## config.mk

```make
export PLATFORM = sky130hd
export DESIGN_NAME = rv32i_hazard_sched
export DESIGN_NICKNAME = d
export VERILOG_FILES = /design/src/rtl/rv32i_hazard_sched.sv
export SDC_FILE = /design/constraint.sdc
export NUM_CORES = 1
export LEC_CHECK = 0
export BUFFER_PORTS_ARGS = -buffer_cell sky130_fd_sc_hd__buf_2
export CORE_MARGIN = 5
export CORE_UTILIZATION = 50
export CTS_BUF_LIST = sky130_fd_sc_hd__clkbuf_4
export CTS_CLUSTER_DIAMETER = 150
export CTS_CLUSTER_SIZE = 40
export DETAILED_ROUTE_END_ITERATION = 8
export PLACE_DENSITY = 0.8
export SYNTH_ARGS = -nofsm -noshare
export SYNTH_HDL_FRONTEND = slang
export SYNTH_SLANG_ARGS = --single-unit
```

## constraint.sdc

```tcl
create_clock -name clk -period 5.9 [get_ports clk]
set_input_delay 0.295 -clock clk [delete_from_list [all_inputs] [get_ports clk]]
set_output_delay 0.295 -clock clk [all_outputs]
set_load 0.01 [all_outputs]
```

## src/rtl/rv32i_hazard_sched.sv

```systemverilog
// Hazard controller, long-op scoreboard and regfile write-port arbiter for a 5-stage RV32I pipeline.
// Optional HAZARD_PERF_EN adds StallCyc/StarveCyc performance counters.
module rv32i_hazard_sched #(
  parameter int MAX_OUT    = 4,
  parameter int STARVE_MAX = 8
) (
  input  logic       clk,
  input  logic       rst,
  input  logic [4:0] Rs1D,
  input  logic [4:0] Rs2D,
  input  logic [4:0] RdD,
  input  logic       RegWriteD,
  input  logic       LongD,
  input  logic [4:0] Rs1E,
  input  logic [4:0] Rs2E,
  input  logic [4:0] RdE,
  input  logic [1:0] ResultSrcE,
  input  logic       LongIssueE,
  input  logic       PCSrcE,
  input  logic [4:0] RdM,
  input  logic [4:0] RdW,
  input  logic       RegWriteM,
  input  logic       RegWriteW,
  input  logic       LongValid,
  input  logic [4:0] LongRd,
  output logic       LongGnt,
  output logic       StallF,
  output logic       StallD,
  output logic       FlushD,
  output logic       FlushE,
  output logic [1:0] ForwardAE,
  output logic [1:0] ForwardBE,
  output logic [4:0] PendCnt,
  output logic       SbErr
`ifdef HAZARD_PERF_EN
  ,
  output logic [31:0] StallCyc,
  output logic [31:0] StarveCyc
`endif
);

  localparam int SW = $clog2(STARVE_MAX + 1);
  localparam logic [4:0]    MAX_C    = 5'(MAX_OUT);
  localparam logic [SW-1:0] STARVE_C = SW'(STARVE_MAX);

  logic [31:0]   sb_q, sb_d;
  logic [4:0]    pend_q, pend_d;
  logic [SW-1:0] starve_q, starve_d;
  logic          err_q, err_d;
  logic          gnt_s, lw_stall_s, sb_stall_s, starve_s, hold_s;

  // M stage beats W/long write-back so the youngest value is used.
  function automatic logic [1:0] fwd_sel(input logic [4:0] rs, input logic wm, input logic [4:0] rdm,
                                         input logic ww, input logic [4:0] rdw,
                                         input logic lg, input logic [4:0] lrd);
    logic [1:0] sel;
    sel = 2'b00;
    if (rs == 5'd0) begin
      sel = 2'b00;
    end else if (wm && (rdm == rs)) begin
      sel = 2'b10;
    end else if ((ww && (rdw == rs)) || (lg && (lrd == rs))) begin
      sel = 2'b01;
    end else begin
      sel = 2'b00;
    end
    return sel;
  endfunction

  assign gnt_s      = LongValid && !RegWriteW;
  assign starve_s   = (starve_q >= STARVE_C);
  assign lw_stall_s = (ResultSrcE == 2'b01) && (RdE != 5'd0) && ((RdE == Rs1D) || (RdE == Rs2D));
  assign sb_stall_s = ((Rs1D != 5'd0) && sb_q[Rs1D]) || ((Rs2D != 5'd0) && sb_q[Rs2D])
                    || (RegWriteD && (RdD != 5'd0) && sb_q[RdD])
                    || (LongIssueE && (RdE != 5'd0) && ((RdE == Rs1D) || (RdE == Rs2D) || (RdE == RdD)))
                    || (LongD && (pend_q == MAX_C));
  assign hold_s     = lw_stall_s || sb_stall_s || starve_s;

  // Pipeline controls; a resolved redirect squashes D instead of stalling it.
  always_comb begin
    LongGnt   = 1'b0;
    StallF    = 1'b0;
    StallD    = 1'b0;
    FlushD    = 1'b1;
    FlushE    = 1'b1;
    ForwardAE = 2'b00;
    ForwardBE = 2'b00;
    if (rst) begin
      LongGnt   = gnt_s;
      StallF    = hold_s && !PCSrcE;
      StallD    = hold_s && !PCSrcE;
      FlushD    = PCSrcE;
      FlushE    = hold_s || PCSrcE;
      ForwardAE = fwd_sel(Rs1E, RegWriteM, RdM, RegWriteW, RdW, gnt_s, LongRd);
      ForwardBE = fwd_sel(Rs2E, RegWriteM, RdM, RegWriteW, RdW, gnt_s, LongRd);
    end else begin
      FlushD = 1'b1;
      FlushE = 1'b1;
    end
  end

  // Scoreboard, outstanding count and starvation tracking; issue to a reg wins over its completion.
  always_comb begin
    sb_d     = sb_q;
    pend_d   = pend_q;
    err_d    = err_q;
    starve_d = starve_q;
    if (gnt_s) begin
      sb_d[LongRd] = 1'b0;
    end else begin
      sb_d = sb_q;
    end
    if (LongIssueE && (RdE != 5'd0)) begin
      sb_d[RdE] = 1'b1;
    end else begin
      sb_d[0] = 1'b0;
    end
    case ({LongIssueE, gnt_s})
      2'b10:   pend_d = (pend_q == MAX_C) ? pend_q : pend_q + 5'd1;
      2'b01: begin
        if (pend_q == 5'd0) begin
          err_d = 1'b1;
        end else begin
          pend_d = pend_q - 5'd1;
        end
      end
      default: pend_d = pend_q;
    endcase
    if (!LongValid || gnt_s) begin
      starve_d = '0;
    end else if (starve_q < STARVE_C) begin
      starve_d = starve_q + SW'(1);
    end else begin
      starve_d = starve_q;
    end
  end

  // State registers.
  always_ff @(posedge clk or negedge rst) begin
    if (!rst) begin
      sb_q     <= 32'd0;
      pend_q   <= 5'd0;
      starve_q <= '0;
      err_q    <= 1'b0;
    end else begin
      sb_q     <= sb_d;
      pend_q   <= pend_d;
      starve_q <= starve_d;
      err_q    <= err_d;
    end
  end

  assign PendCnt = pend_q;
  assign SbErr   = err_q;

`ifdef HAZARD_PERF_EN
  logic [31:0] stall_cyc_q, starve_cyc_q;

  // Free-running event counters, wrapping on overflow.
  always_ff @(posedge clk or negedge rst) begin
    if (!rst) begin
      stall_cyc_q  <= 32'd0;
      starve_cyc_q <= 32'd0;
    end else begin
      stall_cyc_q  <= stall_cyc_q + {31'd0, StallD};
      starve_cyc_q <= starve_cyc_q + {31'd0, starve_s};
    end
  end

  assign StallCyc  = stall_cyc_q;
  assign StarveCyc = starve_cyc_q;
`endif

endmodule
```

# Word-level counts from Yosys, hierarchy flattened
# Cells that the tools add are included.
dict set report word_totals {
  register_bits 42
  input_bits 56
  output_inout_bits 15
  elab_cells 109
}
dict set report classes {
  add_sub_neg 3
  n_lt_le_gt_ge 9
  n_eq_ne 15
  muxes 30
  bitwise_logic 3
  reduce_logical 45
}
# op n
set ops {}
lappend ops {{$eq 5x5->1} 9}
lappend ops {{$and 32x32->32} 1}
lappend ops {{$mux 32} 1}
lappend ops {{$not 32->32} 1}
lappend ops {{$or 32x32->32} 1}
lappend ops {{$mux 31} 1}
lappend ops {{$lt 5x6->1 const B} 5}
lappend ops {{$reduce_bool 5->1} 4}
lappend ops {{$logic_and 1x1->1} 19}
lappend ops {{$bmux 1 s5} 3}
lappend ops {{$logic_not 5->1} 3}
lappend ops {{$logic_or 1x1->1} 12}
lappend ops {{$mux 1} 12}
lappend ops {{$mux 2} 6}
lappend ops {{$demux 1 s5} 2}
lappend ops {{$ge 5x1->1 const B} 2}
lappend ops {{$mux 5} 2}
lappend ops {{$pmux 5 s2} 1}
lappend ops {{$mux 4} 2}
lappend ops {{$add 5x1->5 const B} 1}
lappend ops {{$eq 5x3->1 const B} 1}
lappend ops {{$sub 5x1->5 const B} 1}
lappend ops {{$add 4x1->4 const B} 1}
lappend ops {{$eq 2x1->1 const B} 2}
lappend ops {{other kinds (8)} 12}

# Longest topological paths before layout
dict set report logic_depth {
  ltp_word 11
  ltp_mapped 11
}

# Worst setup path before layout
# Ideal clock, no wire load.
dict set report synth_path {
  kind {in2out}
  startpoint {input RdD[2]}
  endpoint {output StallF}
  arrival_ps 2064
  setup_slack_ps 3541
  stages 7
  n_path_buf 2
  cell_sequence {clkbuf_1 mux4_2 mux2_2 or3_1 a41oi_2 a21oi_1 buf_4}
}
dict set report synth_between {
  elab_chain_len 10
  elab_cells_between_ends 15
  classes_between {1 x eq/ne; 3 x mux; 11 x reduce/logical}
}
# item line
set synth_rtl {}
lappend synth_rtl {{from (decl)} 11} ;# input logic [4:0] RdD,
lappend synth_rtl {{$bmux 1 s5 / $reduce_bool 5->1 (equally long branches)} 74} ;# || (RegWriteD && (RdD != 5'd0) && sb_q[RdD])
lappend synth_rtl {{$mux 1 (not written as such) / $logic_and 1x1->1 (equally long branches)} 74}
lappend synth_rtl {{$logic_and 1x1->1} 74}
lappend synth_rtl {{$logic_or 1x1->1} 74}
lappend synth_rtl {{$logic_or 1x1->1 (*)} 75} ;# || (LongIssueE && (RdE != 5'd0) && ((RdE == Rs1D) || (RdE == Rs2D) || (RdE == RdD)))
lappend synth_rtl {{$logic_or 1x1->1 (*)} 76} ;# || (LongD && (pend_q == MAX_C));
lappend synth_rtl {{$logic_or 1x1->1 (*) (2 in series)} 77} ;# assign hold_s = lw_stall_s || sb_stall_s || starve_s;
lappend synth_rtl {{$logic_and 1x1->1 (*)} n/a}
lappend synth_rtl {{$mux 1 (*)} n/a}
lappend synth_rtl {{to (decl)} 27} ;# output logic StallF,
# Mark *: on every way between the ends. The rest lies on a longest branch, timed or not. The select of a mux whose other input is x is not followed.

# Final worst setup path
dict set report layout_path {
  startpoint {register sb_q[13]}
  endpoint {output StallD}
}
dict set report layout_between {
  elab_chain_len 11
  elab_cells_between_ends 17
  classes_between {7 x mux; 10 x reduce/logical}
}
# item line
set layout_rtl {}
lappend layout_rtl {{from (decl)} 46} ;# logic [31:0] sb_q, sb_d;
lappend layout_rtl {{from (signal assigned)} 141} ;# sb_q <= 32'd0;
lappend layout_rtl {{from (signal assigned)} 146} ;# sb_q <= sb_d;
lappend layout_rtl {{$bmux 1 s5} 73} ;# assign sb_stall_s = ((Rs1D != 5'd0) && sb_q[Rs1D]) || ((Rs2D != 5'd0) && sb_q[Rs2D])
lappend layout_rtl {{$mux 1 (not written as such)} 73}
lappend layout_rtl {{$logic_and 1x1->1} 73}
lappend layout_rtl {{$logic_or 1x1->1} 73}
lappend layout_rtl {{$logic_or 1x1->1 (*)} 74}
lappend layout_rtl {{$logic_or 1x1->1 (*)} 75}
lappend layout_rtl {{$logic_or 1x1->1 (*)} 76}
lappend layout_rtl {{$logic_or 1x1->1 (*) (2 in series)} 77}
lappend layout_rtl {{$logic_and 1x1->1 (*)} 91} ;# StallD = hold_s && !PCSrcE;
lappend layout_rtl {{$mux 1 (*)} 88} ;# if (rst) begin
lappend layout_rtl {{to (decl)} 28} ;# output logic StallD,
# Marks and branches as above.

==> results.sh <==
export IMPL_firstDrtPassIters=5
export IMPL_synth_seq_area_share_pct=30.5
export IMPL_synth_edff_count=0
export IMPL_core_area_um2=6760
export IMPL_setup_viol_count_final=0
export IMPL_cts_repair_resize_count=0
export IMPL_syn_inst=357
export IMPL_grt_busiest_layer="met2"
export IMPL_placed_cell_area_um2=3800
export IMPL_yosysMostFrequentCell="o21ai_0"
export IMPL_setup_tns_ns=0
export IMPL_violations="hold timing"
export IMPL_ys_top_cells_by_count="o21ai_0 (69), dfrtp_1 (42), xnor2_1 (26)"
export IMPL_rsz0062_at_grt="false"
export IMPL_fin_ws_ns=3.20
export IMPL_numCtsBuffers=5
export IMPL_timing_worst_setup_path_type="flop to primary output"
export IMPL_die_area_um2=8650
export IMPL_synth_cell_types=46
export IMPL_synth_seq_cells=42
export IMPL_synth_area_leader_cell="dfrtp_1"
export IMPL_max_cap_violations=0
export IMPL_postCtsSetupBuffers=0
export IMPL_drt_iter0_markers=274
export IMPL_cts_tree="yes"
export IMPL_cellLeakagePower_nw=1.67
export IMPL_avgSynthCellArea_um2=9.65
export IMPL_slew_headroom_pct=61.8
export IMPL_synth_fp_nets=421
export IMPL_cpMaxStageDelayCell="mux4_1"
export IMPL_grt_pass1_vias=3164
export IMPL_maxSlewViolCount=0
export IMPL_crit_fanout=4
export IMPL_worst_pin_slew_ns=0.568
export IMPL_crit_chain="mux4_1, mux4_2, and3_1, a41oi_2, a21oi_1, buf_2"
export IMPL_num_io_pins=71
export IMPL_fp_row_count=30
export IMPL_async_reset_ff_share_pct=100
export IMPL_synth_top_area_share_pct=30.5
export IMPL_nFillCells=590
export IMPL_gr_usage_met2_pct=36.7
export IMPL_clkTransAtPathRegs_ns=0.13
export IMPL_end_kind="primary output"
export IMPL_routed_via_density=6.42
export IMPL_port_buffers=70
export IMPL_clock_skew_ns=0.0137
export IMPL_drc=0
export IMPL_final_layout_size_suffix_gt1_share_pct=24.2
export IMPL_fmax_mhz=371
export IMPL_grtUsageMet3_pct=2.82
export IMPL_worstSkewPairLatency_ns=0.36
export IMPL_grtUsageMet1_pct=30.7
export IMPL_die_width_um=93.0
export IMPL_peakVddDrop_uv=91.3
export IMPL_hold_ws_ns=-0.00486
export IMPL_design_area_um2=3880
export IMPL_crit_path_start_kind="flop"
export IMPL_cts_htree_levels=2
export IMPL_wire_per_inst_um=19.1
export IMPL_final_nets=480
export IMPL_die_y_um=93.0
export IMPL_grt_max_degree=47
export IMPL_syn_area_um2=3450
export IMPL_pre_cts_ws_ns=3.41
export IMPL_gp_congestion=0.925
export IMPL_root_buffer="clkbuf_4"
export IMPL_drt_antenna_violating_nets=0
export IMPL_gr_total_overflow=0
export IMPL_report_power_total_w=0.00100
export IMPL_hp_class="primary input to async pin"
export IMPL_vias=3198
export IMPL_ys_warn_count=0
export IMPL_max_stage_delay_ns=0.52
export IMPL_initial_core_util_pct=51.0
export IMPL_post_route_period_util_pct=45.7
export IMPL_status="complete, but fails checks"
export IMPL_area_delta_synth_final_pct=12.6
export IMPL_routed_wl_um=9530
export IMPL_track_usage_pct=22.4
export IMPL_p_per_area_nw_per_um2=258
export IMPL_cts_hold_buf=0
export IMPL_clk_path_buf_depth=2
export IMPL_cts_sinks=42
export IMPL_required_ns=5.61
export IMPL_antenna_found_initial=0
export IMPL_synthFlopType="dfrtp_1"
export IMPL_cp_data_arrival_time_ns=2.40
export IMPL_dp_hpwl_um=7180
export IMPL_finalHoldViolations=5
export IMPL_synth_area_leaders="dfrtp_1 (31%), o21ai_0 (10%), mux4_2 (9.8%)"
export IMPL_min_period_ns=2.70
export IMPL_grt_pass1_wl_um=15400
[per-layer routing]
metal / part of all wire, % / vias to the layer above
met5: 0 / -
met4: 2.6 / 0
met3: 10 / 33
met2: 47 / 203
met1: 40 / 1529
li1: - / 1433
[layout by cell type, fill, tap and decap left out, drive strengths merged, types with 7 or more instances in the layout]
master	Yosys	routed
mux4	20	20
nand3b	12	12
xor2	25	25
ha	7	7
nand3	11	11
buf	7	71
inv	12	12
nor2	17	17
dfrtp	42	42
xnor2	26	26
o21ai	69	69
nand2	17	17
mux2i	14	14
[flip-flops by register name, summed over array words and instances (netlist names)]
register,flops
sb_q,32
SbErr,1
starve_q,4
PendCnt,5
[stage by stage]
step	std cells	util [%]
floorplan	357	-
global placement	489	56.2
detailed placement	489	56.2
CTS	497	57.4
global route	497	57.4
finish	498	57.4
[logic make-up after synthesis]
group,Yosys count,share of synthesized area (%)
xor+xnor,51,13.0
compound gates,95,15.8
fa+ha+maj,8,3.12
flops,42,30.5
mux,36,18.3
simple gates,94,14.9
buf+inv,31,4.43
[final cells by class]
cell class | instances | area (µm²) | share of cell area [%]
repair buffers | 71 | 358 | 9.22
well taps | 80 | 100 | 2.58
clock buffers | 5 | 37.5 | 0.967
flip-flops and latches | 42 | 1050 | 27.1
diodes | 1 | 2.50 | 0.0645
inverters | 12 | 45.0 | 1.16
clock inverters | 3 | 45.0 | 1.16
multi-input cells | 284 | 2240 | 57.8
[worst paths after layout]
path                                        startpoint                 endpoint  slack [ns]  depth (start not counted)
worst max-delay path                sb_q[13]$_DFF_PN0_                   StallD        3.20                          6
worst min-delay path                               rst        sb_q[9]$_DFF_PN0_      -0.005                          2
worst max register to register  PendCnt[0]$_DFFE_PN0P_   PendCnt[4]$_DFFE_PN0P_        4.21                          8
worst min register to register       SbErr$_DFFE_PN0P_        SbErr$_DFFE_PN0P_        0.47                          1
max in group asynchronous                          rst        sb_q[1]$_DFF_PN0_        5.51                          2
min in group clk                             LongValid  starve_q[3]$_DFFE_PN0P_        0.24                          3
[where the power goes]
part,switching (W),internal [W],leakage [nW],total [W]
clock,0.0000989,0.0000889,0.0374,0.000188
sequential,0.0000892,0.000358,0.512,0.000447
combinational,0.000180,0.000185,1.12,0.000365
[worst max-delay path, delay by kind of cell, from the launching register on]
family,cells,cell delay [ns]
buffers and inverters,1,0.15
flip-flops,1,0.44
multiplexers,2,0.99
AO/OA/AOI/OAI,2,0.27
AND/OR/NAND/NOR,1,0.19
(Power assumes the default switching activity.)
